<file path="config.mk">
export PLATFORM = sky130hd
export DESIGN_NAME = andor_pipe_flat
export DESIGN_NICKNAME = d
export VERILOG_FILES = /design/src/rtl/andor_pipe_pkg.sv /design/src/rtl/andor_pipe_if.sv /design/src/rtl/andor_pipe_stage.sv /design/src/rtl/andor_pipe.sv /design/src/flat_wrapper.sv
export SDC_FILE = /design/constraint.sdc
export NUM_CORES = 1
export LEC_CHECK = 0
export CAP_MARGIN = 10
export CORE_ASPECT_RATIO = 0.8
export CORE_MARGIN = 2
export CORE_UTILIZATION = 23
export CTS_BUF_LIST = sky130_fd_sc_hd__clkbuf_8 sky130_fd_sc_hd__clkbuf_16
export DETAILED_ROUTE_END_ITERATION = 10
export HOLD_SLACK_MARGIN = 0.03
export PLACE_DENSITY = 0.55
export SLEW_MARGIN = 15
export SYNTH_ARGS = -nofsm -noshare
export SYNTH_HDL_FRONTEND = slang
export SYNTH_SLANG_ARGS = --single-unit
</file>
<file path="constraint.sdc">
create_clock -name clk -period 3.7 [get_ports clk]
set_clock_uncertainty 0.15 [all_clocks]
set_input_delay 0.555 -clock clk [delete_from_list [all_inputs] [get_ports clk]]
set_output_delay 0.555 -clock clk [all_outputs]
set_load 0.05 [all_outputs]
</file>
<file path="src/rtl/andor_pipe_pkg.sv">
// Shared types and helpers for the andor_pipe bitwise combine stage.
package andor_pkg;

  localparam int MAX_LATENCY = 8;
  localparam int MAX_W       = 64;

  typedef enum logic [1:0] {
    OP_AND  = 2'b00,
    OP_OR   = 2'b01,
    OP_XOR  = 2'b10,
    OP_NAND = 2'b11
  } op_e;

  // Operands are zero-extended to MAX_W; callers truncate the result back.
  function automatic logic [MAX_W-1:0] apply_op(op_e op, logic [MAX_W-1:0] a,
                                                logic [MAX_W-1:0] b);
    logic [MAX_W-1:0] r;
    r = a & b;
    case (op)
      OP_AND:  r = a & b;
      OP_OR:   r = a | b;
      OP_XOR:  r = a ^ b;
      OP_NAND: r = ~(a & b);
      default: r = a & b;
    endcase
    return r;
  endfunction

endpackage

</file>
<file path="src/rtl/andor_pipe_if.sv">
// Streaming operand/result bus for andor_pipe: producer side in_*, consumer side out_*.
interface andor_pipe_if #(
  parameter int WIDTH = 8
);
  logic             in_valid;
  logic             in_ready;
  logic [WIDTH-1:0] in_a;
  logic [WIDTH-1:0] in_b;
  logic [WIDTH-1:0] in_c;
  logic [1:0]       in_opx;
  logic [1:0]       in_opy;
  logic             out_valid;
  logic             out_ready;
  logic [WIDTH-1:0] out_x;
  logic [WIDTH-1:0] out_y;

  modport master (
    output in_valid, in_a, in_b, in_c, in_opx, in_opy, out_ready,
    input  in_ready, out_valid, out_x, out_y
  );

  modport slave (
    input  in_valid, in_a, in_b, in_c, in_opx, in_opy, out_ready,
    output in_ready, out_valid, out_x, out_y
  );
endinterface

</file>
<file path="src/rtl/andor_pipe_stage.sv">
// One valid/ready register slice; accepts whenever empty or draining this cycle.
module andor_pipe_stage #(
  parameter int W = 16
) (
  input  logic         clk,
  input  logic         rst,
  input  logic         up_vld,
  output logic         up_rdy,
  input  logic [W-1:0] up_data,
  output logic         dn_vld,
  input  logic         dn_rdy,
  output logic [W-1:0] dn_data
);

  logic         vld_r;
  logic [W-1:0] data_r;

  assign up_rdy  = !vld_r || dn_rdy;
  assign dn_vld  = vld_r;
  assign dn_data = data_r;

  always_ff @(posedge clk or posedge rst) begin
    if (rst) begin
      vld_r <= 1'b0;
    end else if (up_rdy) begin
      vld_r <= up_vld;
    end
  end

  // Payload is unreset; only loaded on an actual transfer so it holds while stalled.
  always_ff @(posedge clk) begin
    if (up_rdy && up_vld) begin
      data_r <= up_data;
    end
  end

endmodule

</file>
<file path="src/rtl/andor_pipe.sv">
// Pipelined X=opx(A,B), Y=opy(B,C) with valid/ready at both ends.
// Optional ANDOR_PIPE_CNT_EN adds xfer_cnt (output transfer counter) and busy.
module andor_pipe
  import andor_pkg::*;
#(
  parameter int WIDTH   = 8,
  parameter int LATENCY = 2
) (
  input  logic         clk,
  input  logic         rst,
  andor_pipe_if.slave  bus
`ifdef ANDOR_PIPE_CNT_EN
  ,
  output logic [15:0]  xfer_cnt,
  output logic         busy
`endif
);

  localparam int DW = 2 * WIDTH;

  generate
    if (LATENCY < 1 || LATENCY > MAX_LATENCY) begin : g_bad_latency
      $error("andor_pipe: LATENCY must be in 1..%0d", MAX_LATENCY);
    end
    if (WIDTH < 1 || WIDTH > MAX_W) begin : g_bad_width
      $error("andor_pipe: WIDTH must be in 1..%0d", MAX_W);
    end
  endgenerate

  // Input stage: functions are evaluated here, later stages carry results only.
  logic [WIDTH-1:0] x_p0;
  logic [WIDTH-1:0] y_p0;

  assign x_p0 = WIDTH'(apply_op(op_e'(bus.in_opx), MAX_W'(bus.in_a), MAX_W'(bus.in_b)));
  assign y_p0 = WIDTH'(apply_op(op_e'(bus.in_opy), MAX_W'(bus.in_b), MAX_W'(bus.in_c)));

  logic          vld  [LATENCY+1];
  logic          rdy  [LATENCY+1];
  logic [DW-1:0] data [LATENCY+1];

  assign vld[0]       = bus.in_valid;
  assign data[0]      = {x_p0, y_p0};
  assign bus.in_ready = rdy[0];
  assign rdy[LATENCY] = bus.out_ready;

  for (genvar i = 0; i < LATENCY; i++) begin : g_stage
    andor_pipe_stage #(.W(DW)) u_stage (
      .clk     (clk),
      .rst     (rst),
      .up_vld  (vld[i]),
      .up_rdy  (rdy[i]),
      .up_data (data[i]),
      .dn_vld  (vld[i+1]),
      .dn_rdy  (rdy[i+1]),
      .dn_data (data[i+1])
    );
  end

  // Last stage is the output register; data reads as zero whenever nothing is presented.
  assign bus.out_valid = vld[LATENCY];
  assign bus.out_x     = vld[LATENCY] ? data[LATENCY][DW-1:WIDTH] : '0;
  assign bus.out_y     = vld[LATENCY] ? data[LATENCY][WIDTH-1:0]  : '0;

`ifdef ANDOR_PIPE_CNT_EN
  always_ff @(posedge clk or posedge rst) begin
    if (rst) begin
      xfer_cnt <= 16'd0;
    end else if (bus.out_valid && bus.out_ready) begin
      xfer_cnt <= xfer_cnt + 16'd1;
    end
  end

  always_comb begin
    busy = 1'b0;
    for (int k = 1; k <= LATENCY; k++) begin
      busy = busy | vld[k];
    end
  end
`endif

endmodule

</file>
<file path="src/flat_wrapper.sv">
// flat-port wrapper written by rule: the top's interface ports become plain ports
module andor_pipe_flat import andor_pkg::*;
#(
  parameter int WIDTH   = 8,
  parameter int LATENCY = 2
)
  (clk, rst, bus_in_valid, bus_in_a, bus_in_b, bus_in_c, bus_in_opx, bus_in_opy, bus_out_ready, bus_in_ready, bus_out_valid, bus_out_x, bus_out_y);
  andor_pipe_if #(.WIDTH(WIDTH)) bus_i ();
  input  logic clk;
  input  logic rst;
  input wire logic [$bits(bus_i.in_valid)-1:0] bus_in_valid;
  input wire logic [$bits(bus_i.in_a)-1:0] bus_in_a;
  input wire logic [$bits(bus_i.in_b)-1:0] bus_in_b;
  input wire logic [$bits(bus_i.in_c)-1:0] bus_in_c;
  input wire logic [$bits(bus_i.in_opx)-1:0] bus_in_opx;
  input wire logic [$bits(bus_i.in_opy)-1:0] bus_in_opy;
  input wire logic [$bits(bus_i.out_ready)-1:0] bus_out_ready;
  output wire logic [$bits(bus_i.in_ready)-1:0] bus_in_ready;
  output wire logic [$bits(bus_i.out_valid)-1:0] bus_out_valid;
  output wire logic [$bits(bus_i.out_x)-1:0] bus_out_x;
  output wire logic [$bits(bus_i.out_y)-1:0] bus_out_y;
  assign bus_i.in_valid = bus_in_valid;
  assign bus_i.in_a = bus_in_a;
  assign bus_i.in_b = bus_in_b;
  assign bus_i.in_c = bus_in_c;
  assign bus_i.in_opx = bus_in_opx;
  assign bus_i.in_opy = bus_in_opy;
  assign bus_i.out_ready = bus_out_ready;
  assign bus_in_ready = bus_i.in_ready;
  assign bus_out_valid = bus_i.out_valid;
  assign bus_out_x = bus_i.out_x;
  assign bus_out_y = bus_i.out_y;
  andor_pipe #(.WIDTH(WIDTH), .LATENCY(LATENCY)) u_core (.clk(clk), .rst(rst), .bus(bus_i));
endmodule
</file>
==> flow_metrics.tcl <==
set metrics [dict create \
    outcome "complete, but fails checks" \
    violations "design-rule violations" \
    ys_top_cells_by_area "edfxtp_1 (44%), ha_1 (18%), mux2_4 (5.5%)" \
    top_usage_layer "met2" \
    synth-seq-cells 34 \
    root_buffer "clkbuf_16" \
    worstPathArrival_ns 1.99 \
    setup_slack_ns 1.00 \
    use_met3_pct 1.74 \
    register_area_um2 1010 \
    period_share_pct 72.9 \
    grt_overflow 0 \
    slew_violations 0 \
    tns_ns 0 \
    fill_cells 936 \
    finalCriticalPeriod_ns 2.70 \
    layout.nets 307 \
    ys_types 20 \
    syn-num-nets 260 \
    hold_viol 0 \
    cts_sinks 34 \
    syn_avg_cell_area_um2 11.2 \
    grt_pass1_wl_um 6570 \
    cts_setup_buffers 0 \
    crit_type "input port to output port" \
    die_x_um 113 \
    hpwlAfterDp_um 3130 \
    drt_iter0_markers 62 \
    insertion_delay_ns 0.27 \
    cp_max_fo 3 \
    h-tree-depth 2 \
    cts_tree "done" \
    dr.pass1.iters 7 \
    layout_common_cells "clkdlybuf4s50_1 (49), ha_1 (32), edfxtp_1 (32)" \
    grt.total_usage_pct 7.98 \
    path_clk_slew_ns 0.05 \
    syn_inst 196 \
    vias 1434 \
    relSlewSlack_pct 32.5 \
    finalSetupViolations 0 \
    syn_area_um2 2190 \
    place_congestion 0.676 \
    fmax_ghz 0.371 \
    die_area_um2 10300 \
    syn_to_final_growth_pct 33.0 \
    synthArstFlopShare_pct 5.88 \
    synth_top_area_share_pct 44.0 \
    die_h_um 91.2 \
    rsz0062_at_grt "no" \
    multi_input_area_um2 1030 \
    grt_max_degree 33 \
    postCtsHoldBufs 0 \
    synth_warnings 0 \
    initial_core_util_pct 23.9 \
    worstPathRequired_ns 2.99 \
    avgViaCountPerCell 3.99 \
    first_global_vias 1433 \
    final_common_cell "clkdlybuf4s50_1" \
    cap_violations 0 \
    synth_top_area_cell "edfxtp_1" \
    port_buffers 49 \
    ctsLongestPathBuffers 2 \
    post_cts_resized 0 \
    cp-end-kind "output port" \
    antenna_found_initial 0 \
    wl_um 3980 \
    yosysSeqAreaShare_pct 46.3 \
    grtUsageMet1_pct 10.8 \
    num_rows 31 \
    cp-start-kind "input port" \
    synth-edff-count 32 \
    peakVddDrop_uv 208 \
    synth_ff_type "edfxtp_1" \
    io_pins 50 \
    dp_slack_ns 1.00 \
    wl_per_cell_um 11.1 \
    hold_path.class "flip-flop to flip-flop" \
    p_leak_nw 1.20 \
    fp.coreArea_um2 9150 \
    worst_pin_slew_ns 1.01 \
    cts_made_buffers 5 \
    drive_gt1_share_pct 6.15 \
    antenna_cells 0 \
    power.density_nw_per_um2 384 \
    grtUsageMet2_pct 12.6 \
    ant_nets 0 \
    drc 6 \
]
==> layout make-up <==
type                    count  share of cell area, %
multi-input cells         128                   35.3
well taps                 115                   4.95
clock buffers               5                   4.30
clock inverters             3                  0.559
inverters                  25                   3.23
flip-flops and latches     34                   34.8
repair buffers             49                   16.9
==> kinds of logic after synthesis <==
kind of cell	share of synthesized area, %
flip-flops	46.3
buffers and inverters	6.75
AND/OR/NAND/NOR	12.7
adder cells (fa/ha/maj)	18.3
multiplexers	5.50
AO/OA/AOI/OAI	10.5
==> cell usage after synthesis (all sizes together) (4+ instances only) <==
master,n
a211oi,8
a21oi,9
and2,18
and2b,4
buf,7
edfxtp,32
ha,32
inv,25
mux2,8
nand2,14
nor2b,8
o211ai,6
o21ai,16
==> per-layer routing <==
metal	part of all wire, %	wire [um]
met5	0	0
met4	1.1	45
met3	5.6	222
met2	42	1690
met1	51	2030
==> registers in the layout, summed over array words and instances (netlist names) <==
signal                          cells
u_core.g_stage.u_stage.dn_vld       2
u_core.g_stage.u_stage.dn_data     32
==> where the power goes <==
group	internal, W	switching [W]
sequential	0.000463	0.0000105
clock	0.000245	0.000142
combinational	0.000108	0.000148
==> path summary, 6_finish.rpt <==
check / from / end / slack, ns / cells past startpoint
worst max-delay path: bus_out_ready / bus_in_ready / 1.00 / 3
min in group asynchronous: rst / u_core.g_stage[1].u_stage.dn_vld / 0.29 / 2
max in group asynchronous: rst / u_core.g_stage[0].u_stage.dn_vld / 3.00 / 2
worst min register to register: u_core.g_stage[0].u_stage.dn_data[14] / u_core.g_stage[1].u_stage.dn_data[14] / 0.27 / 0
worst min-delay path: u_core.g_stage[0].u_stage.dn_data[14] / u_core.g_stage[1].u_stage.dn_data[14] / 0.27 / 0
worst max register to register: u_core.g_stage[1].u_stage.dn_vld / u_core.g_stage[0].u_stage.dn_data[0] / 1.82 / 2
==> worst max-delay path: stages <==
cell and delay [ns]:
clkdlybuf4s50_1 0.48, nand3b_1 0.14, clkdlybuf4s50_1 0.82
==> through the flow <==
step                hold WS, ns  power [W]  util (%)  instances  area, um^2
floorplan                 0.146   0.000639         -        196        2190
global placement          0.256   0.000735      30.2        351        2770
detailed placement        0.255   0.000741      30.2        351        2770
CTS                       0.267    0.00113      31.8        359        2910
global route              0.278    0.00117      31.8        359        2910
finish                    0.265    0.00112      31.8        359        2910
Note: power is estimated with default switching activity, not from simulation.
